===== config.mk =====
export PLATFORM = sky130hd
export DESIGN_NAME = alu_seq_core_flat
export DESIGN_NICKNAME = d
export VERILOG_FILES = /design/src/rtl/alu_seq_core_if.sv /design/src/rtl/alu_seq_core.sv /design/src/flat_wrapper.sv
export SDC_FILE = /design/constraint.sdc
export NUM_CORES = 1
export LEC_CHECK = 0
export ABC_AREA = 1
export BUFFER_PORTS_ARGS = -buffer_cell sky130_fd_sc_hd__buf_2
export CAP_MARGIN = 20
export CORE_AREA = 2 2 89 91
export CTS_CLUSTER_DIAMETER = 40
export CTS_CLUSTER_SIZE = 8
export DETAILED_ROUTE_END_ITERATION = 12
export DIE_AREA = 0 0 91 93
export SLEW_MARGIN = 20
export SYNTH_ARGS = -nofsm -noshare
export SYNTH_HDL_FRONTEND = slang
export SYNTH_SLANG_ARGS = --single-unit

===== constraint.sdc =====
create_clock -name clk -period 2.43 [get_ports clk]
set_clock_uncertainty 0.1 [all_clocks]
set_input_delay 0.3645 -clock clk [delete_from_list [all_inputs] [get_ports clk]]
set_output_delay 0.3645 -clock clk [all_outputs]
set_load 0.02 [all_outputs]

===== src/rtl/alu_seq_core_if.sv =====
// -----------------------------------------------------------------------------
// alu_seq_core_if
// Handshake bundle between the operand/opcode capture logic (master) and the
// sequential ALU core (slave).
//   in_valid / in_ready   : operation request handshake
//   A, B                  : WIDTH-bit unsigned operands
//   Opcode                : 4-bit operation select
//   out_valid / out_ready : result handshake
//   result                : 2*WIDTH-bit result
//   overflow, div_zero,
//   bad_op                : status flags, meaningful while out_valid=1
//   busy                  : core is iterating a multiply or divide
// -----------------------------------------------------------------------------
interface alu_seq_core_if #(
    parameter int WIDTH = 4
);
    logic                 in_valid;
    logic                 in_ready;
    logic [WIDTH-1:0]     A;
    logic [WIDTH-1:0]     B;
    logic [3:0]           Opcode;
    logic                 out_valid;
    logic                 out_ready;
    logic [2*WIDTH-1:0]   result;
    logic                 overflow;
    logic                 div_zero;
    logic                 bad_op;
    logic                 busy;

    modport master (
        output in_valid, A, B, Opcode, out_ready,
        input  in_ready, out_valid, result, overflow, div_zero, bad_op, busy
    );

    modport slave (
        input  in_valid, A, B, Opcode, out_ready,
        output in_ready, out_valid, result, overflow, div_zero, bad_op, busy
    );
endinterface


===== src/rtl/alu_seq_core.sv =====
// -----------------------------------------------------------------------------
// alu_seq_core
// Handshaked, parametrised ALU. Single-cycle ops (ADD, SUB, logic, shifts,
// DIV by zero, unsupported opcodes) complete at the accept edge; MUL runs a
// shift-add loop and DIV (B!=0) a restoring-divide loop, one step per clock
// for WIDTH clocks. One operation is in flight at a time.
//
// Ports:
//   clk     : rising-edge clock
//   reset   : asynchronous active-low reset (0 = reset asserted)
//   acc_sel : (ALU_ACC_MODE_EN only) take operand A from the accumulator
//   bus     : alu_seq_core_if.slave handshake/data bundle
//
// Optional feature macro: ALU_ACC_MODE_EN
//   When defined, a WIDTH-bit accumulator captures result[WIDTH-1:0] on every
//   result handshake and can replace A at accept time via acc_sel.
// -----------------------------------------------------------------------------
module alu_seq_core #(
    parameter int WIDTH = 4
) (
    input  logic          clk,
    input  logic          reset,
`ifdef ALU_ACC_MODE_EN
    input  logic          acc_sel,
`endif
    alu_seq_core_if.slave bus
);

    localparam int W2 = 2 * WIDTH;
    localparam int CW = (WIDTH > 2) ? $clog2(WIDTH) : 1;
    localparam logic [CW-1:0]    CNT_INIT = CW'(WIDTH - 1);
    localparam logic [WIDTH-1:0] WMOD     = WIDTH[WIDTH-1:0];

    localparam logic [3:0] OP_ADD = 4'b0000;
    localparam logic [3:0] OP_SUB = 4'b0001;
    localparam logic [3:0] OP_MUL = 4'b0010;
    localparam logic [3:0] OP_DIV = 4'b0011;
    localparam logic [3:0] OP_AND = 4'b0100;
    localparam logic [3:0] OP_OR  = 4'b0101;
    localparam logic [3:0] OP_XOR = 4'b0110;
    localparam logic [3:0] OP_NOT = 4'b0111;
    localparam logic [3:0] OP_SHL = 4'b1000;
    localparam logic [3:0] OP_SHR = 4'b1001;

    typedef enum logic [1:0] {
        IDLE = 2'd0,
        MUL  = 2'd1,
        DIV  = 2'd2,
        DONE = 2'd3
    } state_t;

    typedef struct packed {
        logic [W2-1:0] res;
        logic          ov;
        logic          dz;
        logic          bad;
    } op_out_t;

    // Result and flags for every operation that completes at the accept edge.
    // MUL and DIV with a non-zero divisor return zeros here; the iteration
    // loop builds their result starting from that cleared value.
    function automatic op_out_t single_op(
        input logic [WIDTH-1:0] a,
        input logic [WIDTH-1:0] b,
        input logic [3:0]       op
    );
        op_out_t          o;
        logic [WIDTH:0]   sum;
        logic [WIDTH:0]   diff;
        logic [WIDTH-1:0] shamt;
        logic [W2-1:0]    ax;
        o     = '0;
        sum   = {1'b0, a} + {1'b0, b};
        diff  = {1'b0, a} - {1'b0, b};
        shamt = b % WMOD;
        ax    = {{WIDTH{1'b0}}, a};
        case (op)
            OP_ADD: begin
                o.res = {{(WIDTH-1){1'b0}}, sum};
                o.ov  = sum[WIDTH];
            end
            OP_SUB: begin
                o.res = {{WIDTH{1'b0}}, diff[WIDTH-1:0]};
                o.ov  = diff[WIDTH];
            end
            OP_MUL: o.res = '0;
            OP_DIV: begin
                if (b == '0) begin
                    o.res = {a, {WIDTH{1'b1}}};
                    o.dz  = 1'b1;
                end
            end
            OP_AND: o.res = {{WIDTH{1'b0}}, a & b};
            OP_OR:  o.res = {{WIDTH{1'b0}}, a | b};
            OP_XOR: o.res = {{WIDTH{1'b0}}, a ^ b};
            OP_NOT: o.res = {{WIDTH{1'b0}}, ~a};
            OP_SHL: begin
                o.res = ax << shamt;
                o.ov  = |o.res[W2-1:WIDTH];
            end
            OP_SHR: o.res = ax >> shamt;
            default: o.bad = 1'b1;
        endcase
        return o;
    endfunction

    state_t           state_q, state_d;
    logic [WIDTH-1:0] a_eff;
    logic             accept;
    op_out_t          single;

    logic [W2-1:0]    result_q;
    logic             ov_q, dz_q, bad_q;
    logic [W2-1:0]    mcand_q;
    logic [WIDTH-1:0] mplier_q;
    logic [WIDTH-1:0] dvsr_q;
    logic [WIDTH-1:0] rem_q;
    logic [WIDTH-1:0] quo_q;
    logic [CW-1:0]    cnt_q;

    logic [WIDTH:0]   rem_sh;
    logic             ge;
    logic [WIDTH-1:0] rem_nx;
    logic [WIDTH-1:0] quo_nx;

`ifdef ALU_ACC_MODE_EN
    logic [WIDTH-1:0] acc_q;

    always_ff @(posedge clk or negedge reset) begin
        if (!reset) begin
            acc_q <= '0;
        end else if (state_q == DONE && bus.out_ready) begin
            acc_q <= result_q[WIDTH-1:0];
        end
    end

    assign a_eff = acc_sel ? acc_q : bus.A;
`else
    assign a_eff = bus.A;
`endif

    assign accept = (state_q == IDLE) && bus.in_valid;
    assign single = single_op(a_eff, bus.B, bus.Opcode);

    // One restoring-division step: shift the next dividend bit into the
    // partial remainder, subtract the divisor if it fits. The partial
    // remainder is always below the divisor, so WIDTH+1 bits hold the shift.
    always_comb begin
        rem_sh = {rem_q, quo_q[WIDTH-1]};
        ge     = rem_sh >= {1'b0, dvsr_q};
        rem_nx = ge ? WIDTH'(rem_sh - {1'b0, dvsr_q}) : rem_sh[WIDTH-1:0];
        quo_nx = {quo_q[WIDTH-2:0], ge};
    end

    always_ff @(posedge clk or negedge reset) begin
        if (!reset) begin
            state_q <= IDLE;
        end else begin
            state_q <= state_d;
        end
    end

    always_comb begin
        state_d = state_q;
        case (state_q)
            IDLE: begin
                if (bus.in_valid) begin
                    if (bus.Opcode == OP_MUL) begin
                        state_d = MUL;
                    end else if (bus.Opcode == OP_DIV && bus.B != '0) begin
                        state_d = DIV;
                    end else begin
                        state_d = DONE;
                    end
                end
            end
            MUL:  if (cnt_q == '0) state_d = DONE;
            DIV:  if (cnt_q == '0) state_d = DONE;
            DONE: if (bus.out_ready) state_d = IDLE;
            default: state_d = IDLE;
        endcase
    end

    always_ff @(posedge clk or negedge reset) begin
        if (!reset) begin
            result_q <= '0;
            ov_q     <= 1'b0;
            dz_q     <= 1'b0;
            bad_q    <= 1'b0;
            mcand_q  <= '0;
            mplier_q <= '0;
            dvsr_q   <= '0;
            rem_q    <= '0;
            quo_q    <= '0;
            cnt_q    <= '0;
        end else begin
            case (state_q)
                IDLE: begin
                    if (accept) begin
                        result_q <= single.res;
                        ov_q     <= single.ov;
                        dz_q     <= single.dz;
                        bad_q    <= single.bad;
                        mcand_q  <= {{WIDTH{1'b0}}, a_eff};
                        mplier_q <= bus.B;
                        dvsr_q   <= bus.B;
                        rem_q    <= '0;
                        quo_q    <= a_eff;
                        cnt_q    <= CNT_INIT;
                    end
                end
                MUL: begin
                    if (mplier_q[0]) begin
                        result_q <= result_q + mcand_q;
                    end
                    mcand_q  <= mcand_q << 1;
                    mplier_q <= mplier_q >> 1;
                    cnt_q    <= cnt_q - 1'b1;
                end
                DIV: begin
                    rem_q <= rem_nx;
                    quo_q <= quo_nx;
                    cnt_q <= cnt_q - 1'b1;
                    if (cnt_q == '0) begin
                        result_q <= {rem_nx, quo_nx};
                    end
                end
                default: ;
            endcase
        end
    end

    assign bus.in_ready  = (state_q == IDLE);
    assign bus.out_valid = (state_q == DONE);
    assign bus.busy      = (state_q == MUL) || (state_q == DIV);
    assign bus.result    = result_q;
    assign bus.overflow  = ov_q;
    assign bus.div_zero  = dz_q;
    assign bus.bad_op    = bad_q;

endmodule


===== src/flat_wrapper.sv =====
// flat-port wrapper written by rule: the top's interface ports become plain ports
module alu_seq_core_flat 
#(
    parameter int WIDTH = 4
)
  (clk, reset, bus_in_valid, bus_A, bus_B, bus_Opcode, bus_out_ready, bus_in_ready, bus_out_valid, bus_result, bus_overflow, bus_div_zero, bus_bad_op, bus_busy);
  alu_seq_core_if #(.WIDTH(WIDTH)) bus_i ();
  input  logic clk;
  input  logic reset;
  input wire logic [$bits(bus_i.in_valid)-1:0] bus_in_valid;
  input wire logic [$bits(bus_i.A)-1:0] bus_A;
  input wire logic [$bits(bus_i.B)-1:0] bus_B;
  input wire logic [$bits(bus_i.Opcode)-1:0] bus_Opcode;
  input wire logic [$bits(bus_i.out_ready)-1:0] bus_out_ready;
  output wire logic [$bits(bus_i.in_ready)-1:0] bus_in_ready;
  output wire logic [$bits(bus_i.out_valid)-1:0] bus_out_valid;
  output wire logic [$bits(bus_i.result)-1:0] bus_result;
  output wire logic [$bits(bus_i.overflow)-1:0] bus_overflow;
  output wire logic [$bits(bus_i.div_zero)-1:0] bus_div_zero;
  output wire logic [$bits(bus_i.bad_op)-1:0] bus_bad_op;
  output wire logic [$bits(bus_i.busy)-1:0] bus_busy;
  assign bus_i.in_valid = bus_in_valid;
  assign bus_i.A = bus_A;
  assign bus_i.B = bus_B;
  assign bus_i.Opcode = bus_Opcode;
  assign bus_i.out_ready = bus_out_ready;
  assign bus_in_ready = bus_i.in_ready;
  assign bus_out_valid = bus_i.out_valid;
  assign bus_result = bus_i.result;
  assign bus_overflow = bus_i.overflow;
  assign bus_div_zero = bus_i.div_zero;
  assign bus_bad_op = bus_i.bad_op;
  assign bus_busy = bus_i.busy;
  alu_seq_core #(.WIDTH(WIDTH)) u_core (.clk(clk), .reset(reset), .bus(bus_i));
endmodule

Word-level counts from Yosys, hierarchy flattened
Cells that the tools add are included.
Widths: inputs -> output; s select.
{"block": "word_totals", "input_bits": 16, "out_inout_bits": 14, "reg_bits": 39, "word_cells": 89}
{"block": "op_classes", "n_eq_ne": 18, "bitwise_logic": 4, "n_lt_le_gt_ge": 1, "add_sub_neg": 5, "n_shift": 2, "muxes": 27, "reduce_logical": 21}
{"op": "$pmux 8 s9", "n": 1}
{"op": "$mux 8", "n": 5}
{"op": "$pmux 4 s2", "n": 3}
{"op": "$pmux 8 s3", "n": 1}
{"op": "$eq 4x3->1 const B", "n": 4}
{"op": "$mux 4", "n": 4}
{"op": "$pmux 8 s2", "n": 1}
{"op": "$mux 2", "n": 5}
{"op": "$reduce_or 10->1", "n": 1}
{"op": "$add 8x8->8", "n": 1}
{"op": "$eq 4x2->1 const B", "n": 2}
{"op": "$eq 4x4->1 const B", "n": 2}
{"op": "$logic_not 4->1", "n": 2}
{"op": "$ne 2x1->1 const B", "n": 4}
{"op": "$reduce_and 2->1", "n": 4}
{"op": "$shl 4x2->8", "n": 1}
{"op": "$shr 4x2->8", "n": 1}
{"op": "$pmux 2 s3", "n": 1}
{"op": "$reduce_bool 2->1", "n": 3}
{"op": "$add 4x4->5", "n": 1}
{"op": "$ge 5x4->1", "n": 1}
{"op": "$sub 4x4->5", "n": 1}
{"op": "$and 4x4->4", "n": 1}
{"op": "$eq 2x2->1 const B", "n": 2}
{"op": "other kinds (20)", "n": 26}

Logic depth before layout (Yosys ltp)
{"block": "logic_depth", "ltp_word": 6, "mapped_depth": 12, "depth_no_buf": 12}

Worst setup path before layout
No wires, ideal clock.
{"block": "synth_path", "kind": "register to register", "startpoint": "register u_core.state_q[0]", "endpoint": "register u_core.result_q[0], in the netlist u_core.bus.result[0]", "setup_ns": 0.122, "t_arrival_ns": 1.700, "synth_period_minus_slack_ns": 1.921, "required_ns": 2.208, "n_path_buf": 1, "path_stages_with_launch": 9, "setup_slack_ns": 0.509, "path_cell_list": "dfrtp_1 > inv_1 > ha_1 > buf_2 > inv_1 > o21ai_2 > o221ai_2 > a21oi_1 > a21oi_2"}
{"block": "synth_via", "elab_chain_cells": 4, "elab_cells_between_ends": 10, "cone_classes": "eq/ne (5); mux (1); reduce/logical (4)"}
{"item": "start, declared", "line": "alu_seq_core.sv:107", "source": "state_t state_q, state_d;"}
{"item": "start signal, assigned", "line": "alu_seq_core.sv:159", "source": "state_q <= state_d;"}
{"item": "$logic_not 2->1", "line": "alu_seq_core.sv:142, alu_seq_core.sv:197"}
{"item": "$logic_and 1x1->1", "line": "alu_seq_core.sv:142", "source": "assign accept = (state_q == IDLE) && bus.in_valid;"}
{"item": "$ne 2x1->1 (no line)"}
{"item": "$reduce_and 4->1 (no line)"}
{"item": "end signal, assigned", "line": "alu_seq_core.sv:200", "source": "result_q <= single.res;"}
{"item": "end signal, assigned", "line": "alu_seq_core.sv:214", "source": "result_q <= result_q + mcand_q;"}
{"item": "end signal, assigned", "line": "alu_seq_core.sv:225", "source": "result_q <= {rem_nx, quo_nx};"}
{"item": "end, declared", "line": "alu_seq_core.sv:112", "source": "logic [W2-1:0] result_q;"}
Several ways; a longest one is shown, not always the timed one.
A chain may end at the register's enable or synchronous reset.

Final worst setup path
{"block": "layout_path", "startpoint": "register u_core.state_q[1]", "endpoint": "register u_core.result_q[7], in the netlist u_core.bus.result[7]"}
Same word-level chain as after synthesis.

==> load_flow_metrics.sql <==
INSERT INTO impl_metrics (metric_group, metric, value, unit) VALUES
('status', 'run_status', 'finished clean', ''),
('clock_network', 'clock_sinks', '39', ''),
('grt', 'grt_first_pass_wirelength', '15.0', 'mm'),
('floorplanning', 'floorplan.io_pins', '30', ''),
('final_layout', 'final_area', '0.00370', 'mm2'),
('routing', 'number_of_remaining_drc_errors', '0', ''),
('timing', 'rsz_0062_raised_after_global_routing', 'no', ''),
('synth', 'yosys_warnings', '0', ''),
('floorplanning', 'die_h', '93', 'um'),
('grt', 'grt_start_max_net_pins', '40', ''),
('synth', 'post-synth-top-area-fraction', '0.297', ''),
('final_layout', 'most_frequent_standard_cell_in_the_layout_excluding_fill_and_tap_cells', 'nand2_1', ''),
('timing', 'finalWorstPathRequiredPeriod', '2190', 'ps'),
('grt', 'number_of_global_route_vias_before_repair', '3014', ''),
('critical_path', 'max_stage_delay', '400', 'ps'),
('run', 'drv.max_cap_violation_count', '0', ''),
('final_layout', 'num-fill-cells', '827', ''),
('clock_network', 'cts.repair.resized', '0', ''),
('critical_path', 'worst_path_dominant_cell_family', 'compound AO/OA/AOI/OAI gates', ''),
('critical_path', 'worstPathCellList', 'inv_1 -> ha_1 -> nand2_2 -> o21ai_2 -> o221ai_2 -> a31oi_1 -> a21oi_1', ''),
('power', 'seq_power_share', '0.244', ''),
('timing', 'finalWorstSetupSlack', '245', 'ps'),
('place', 'gpl.final_weighted_congestion', '0.905', ''),
('synth', 'synth.lib_cells_used.distinct', '40', ''),
('timing', 'setup_total_negative_slack', '0', 'ps'),
('floorplanning', 'start_util', '0.436', ''),
('worst_hold_path', 'min_path_type', 'primary input to async pin', ''),
('place', 'dpl.hpwl', '7.09', 'mm'),
('synth', 'synth-seq-cells', '39', ''),
('synth', 'yosysSeqAreaShare', '0.297', ''),
('power', 'power.leakage', '0.00197', 'uW'),
('critical_path', 'timing.critical_path.from_type', 'register', ''),
('critical_path', 'crit_path_start', 'u_core.state_q[1]', ''),
('routing', 'drtIter0Drc', '187', ''),
('floorplanning', 'die-area', '0.00846', 'mm2'),
('clock_network', 'post_cts_hold_buffer_count', '0', ''),
('timing', 'timing.hold.ws', '16.1', 'ps'),
('clock_network', 'path_clk_slew', '80', 'ps'),
('timing', 'drv_slew', '0', ''),
('synth', 'number_of_nets_in_the_synthesized_netlist', '518', ''),
('timing', 'hold_viol', '0', ''),
('power', 'comb_power_share', '0.635', ''),
('clock_network', 'clock_insertion_delay_worst_skew', '300', 'ps'),
('critical_path', 'reg_to_reg_startpoint', 'u_core.state_q[1]', ''),
('critical_path', 'worstSetupEndpointType', 'register', ''),
('critical_path', 'critPathKind', 'register to register', ''),
('synth', 'synth.area.top_cells', 'dfrtp_1, nand2_1, ha_1, nand3_1, inv_1', ''),
('routing', 'route.antenna.remaining_nets', '0', ''),
('synth', 'netlist_area', '0.00328', 'mm2'),
('final_layout', 'final_cell_mix', 'nand2_1, inv_1, nand3_1', ''),
('place', 'dp_slack', '228', 'ps'),
('power', 'power.density_cell_area', '1290', 'mW/mm2'),
('clock_network', 'cts-buffers-inserted', '5', ''),
('timing', 'final.period_utilization', '0.899', ''),
('synth', 'synth_largest_area_cell', 'dfrtp_1', ''),
('critical_path', 'critPathSlowestCell', 'dfrtp_1', ''),
('power', 'irDropWorstVdd', '0.625', 'mV'),
('critical_path', 'crit_path_max_fanout', '15', ''),
('floorplanning', 'std_cell_rows', '32', ''),
('place', 'area_post_placement', '0.00358', 'mm2'),
('place', 'port_buffers', '29', ''),
('routing', 'dr_total_vias', '3144', ''),
('final_layout', 'area_growth', '12.6', '%'),
('synth', 'post_synth.cell_area_avg', '7.02', 'um2'),
('timing', 'final-setup-viol-count', '0', ''),
('routing', 'routedWlPerCell', '14.7', 'um'),
('clock_network', 'root_buffer', 'clkbuf_8', ''),
('clock_network', 'ctsLongestPathBuffers', '2', ''),
('critical_path', 'timing.critical_path.arrival', '2270', 'ps'),
('clock_network', 'postCtsSetupBuffers', '0', ''),
('routing', 'detailedRoute.firstPassIterationCount', '4', '');
area by class of cell:
class / count / area, um2 / share of cell area
clock buffers: 6 / 82.6 / 0.0223
clock inverters: 2 / 35.0 / 0.00947
inverters: 64 / 240 / 0.0650
multi-input cells: 356 / 2020 / 0.545
flip-flops and latches: 39 / 976 / 0.264
well taps: 102 / 128 / 0.0345
repair buffers: 39 / 220 / 0.0595
Yosys cell counts (all sizes together):
master,count
a21boi,2
a21oi,28
a22oi,2
a31oi,8
and3b,1
buf,7
clkbuf,2
dfrtp,39
fa,4
ha,30
inv,64
nand2,129
nand3,48
nand3b,4
nand4,3
nor2,44
nor3,5
o211ai,2
o21ai,37
o221ai,2
o22ai,2
o31ai,1
or2,1
xnor2,2
xor2,1
logic make-up after synthesis:
kind of cell / Yosys count / share of synthesized area
AOI/OAI and AO/OA: 84 / 0.152
xor gates and xnor gates: 3 / 0.00800
adders and majority gates: 34 / 0.139
buffers and inverters: 73 / 0.0888
DFF: 39 / 0.297
and+or+nand+nor: 235 / 0.315
through the flow:
step / cells / utilization
after detailed placement: 600 / 0.476
final: 608 / 0.491
after floorplan: 468 / -
after global routing: 608 / 0.491
after CTS: 608 / 0.491
after global placement: 600 / 0.476
worst reg2reg max path, stage by stage, from the launching register on:
cell and delay (ps):
dfrtp_1 400, inv_1 120, ha_1 330, nand2_2 270, o21ai_2 170, o221ai_2 240
a31oi_1 330, a21oi_1 110
path summary, 6_finish.rpt:
kind                                   endpoint  slack [ps]  depth (start not counted)
max                        u_core.bus.result[7]         240                          7
min                             u_core.rem_q[1]          20                          2
max reg2reg                u_core.bus.result[7]         240                          7
min reg2reg                   u_core.bus.bad_op         380                          2
max in group asynchronous    u_core.mplier_q[1]        1840                          2
min in group clk             u_core.mplier_q[2]         270                          3
flip-flops by register name, summed over array words and instances, names as in the netlist:
register,flops
u_core.bus.bad_op,1
u_core.bus.div_zero,1
u_core.bus.overflow,1
u_core.bus.result,8
u_core.cnt_q,2
u_core.dvsr_q,4
u_core.mcand_q,8
u_core.mplier_q,4
u_core.quo_q,4
u_core.rem_q,4
u_core.state_q,2
per-layer routing:
| metal | wire, um | GRT usage | share of wire | vias up |
|---|---|---|---|---|
| met3 | 335 | 0.0290 | 0.037 | 9 |
| li1 | - | - | - | 1600 |
| met1 | 4170 | 0.305 | 0.47 | 1462 |
| met2 | 4310 | 0.375 | 0.48 | 73 |
| met4 | 137 | 0.0568 | 0.015 | 0 |
| met5 | 0 | 0 | 0 | - |
power by group through the flow:
stage	registers, uW	logic, uW	clock network, uW
5_1_grt	1200	3470	619
3_5_place_dp	1180	3020	0
4_1_cts	1170	3040	586
6_report	1160	3030	576
2_1_floorplan	1230	2200	0
3_3_place_gp	1170	2970	0
Note: power is estimated with default switching activity, not from simulation.
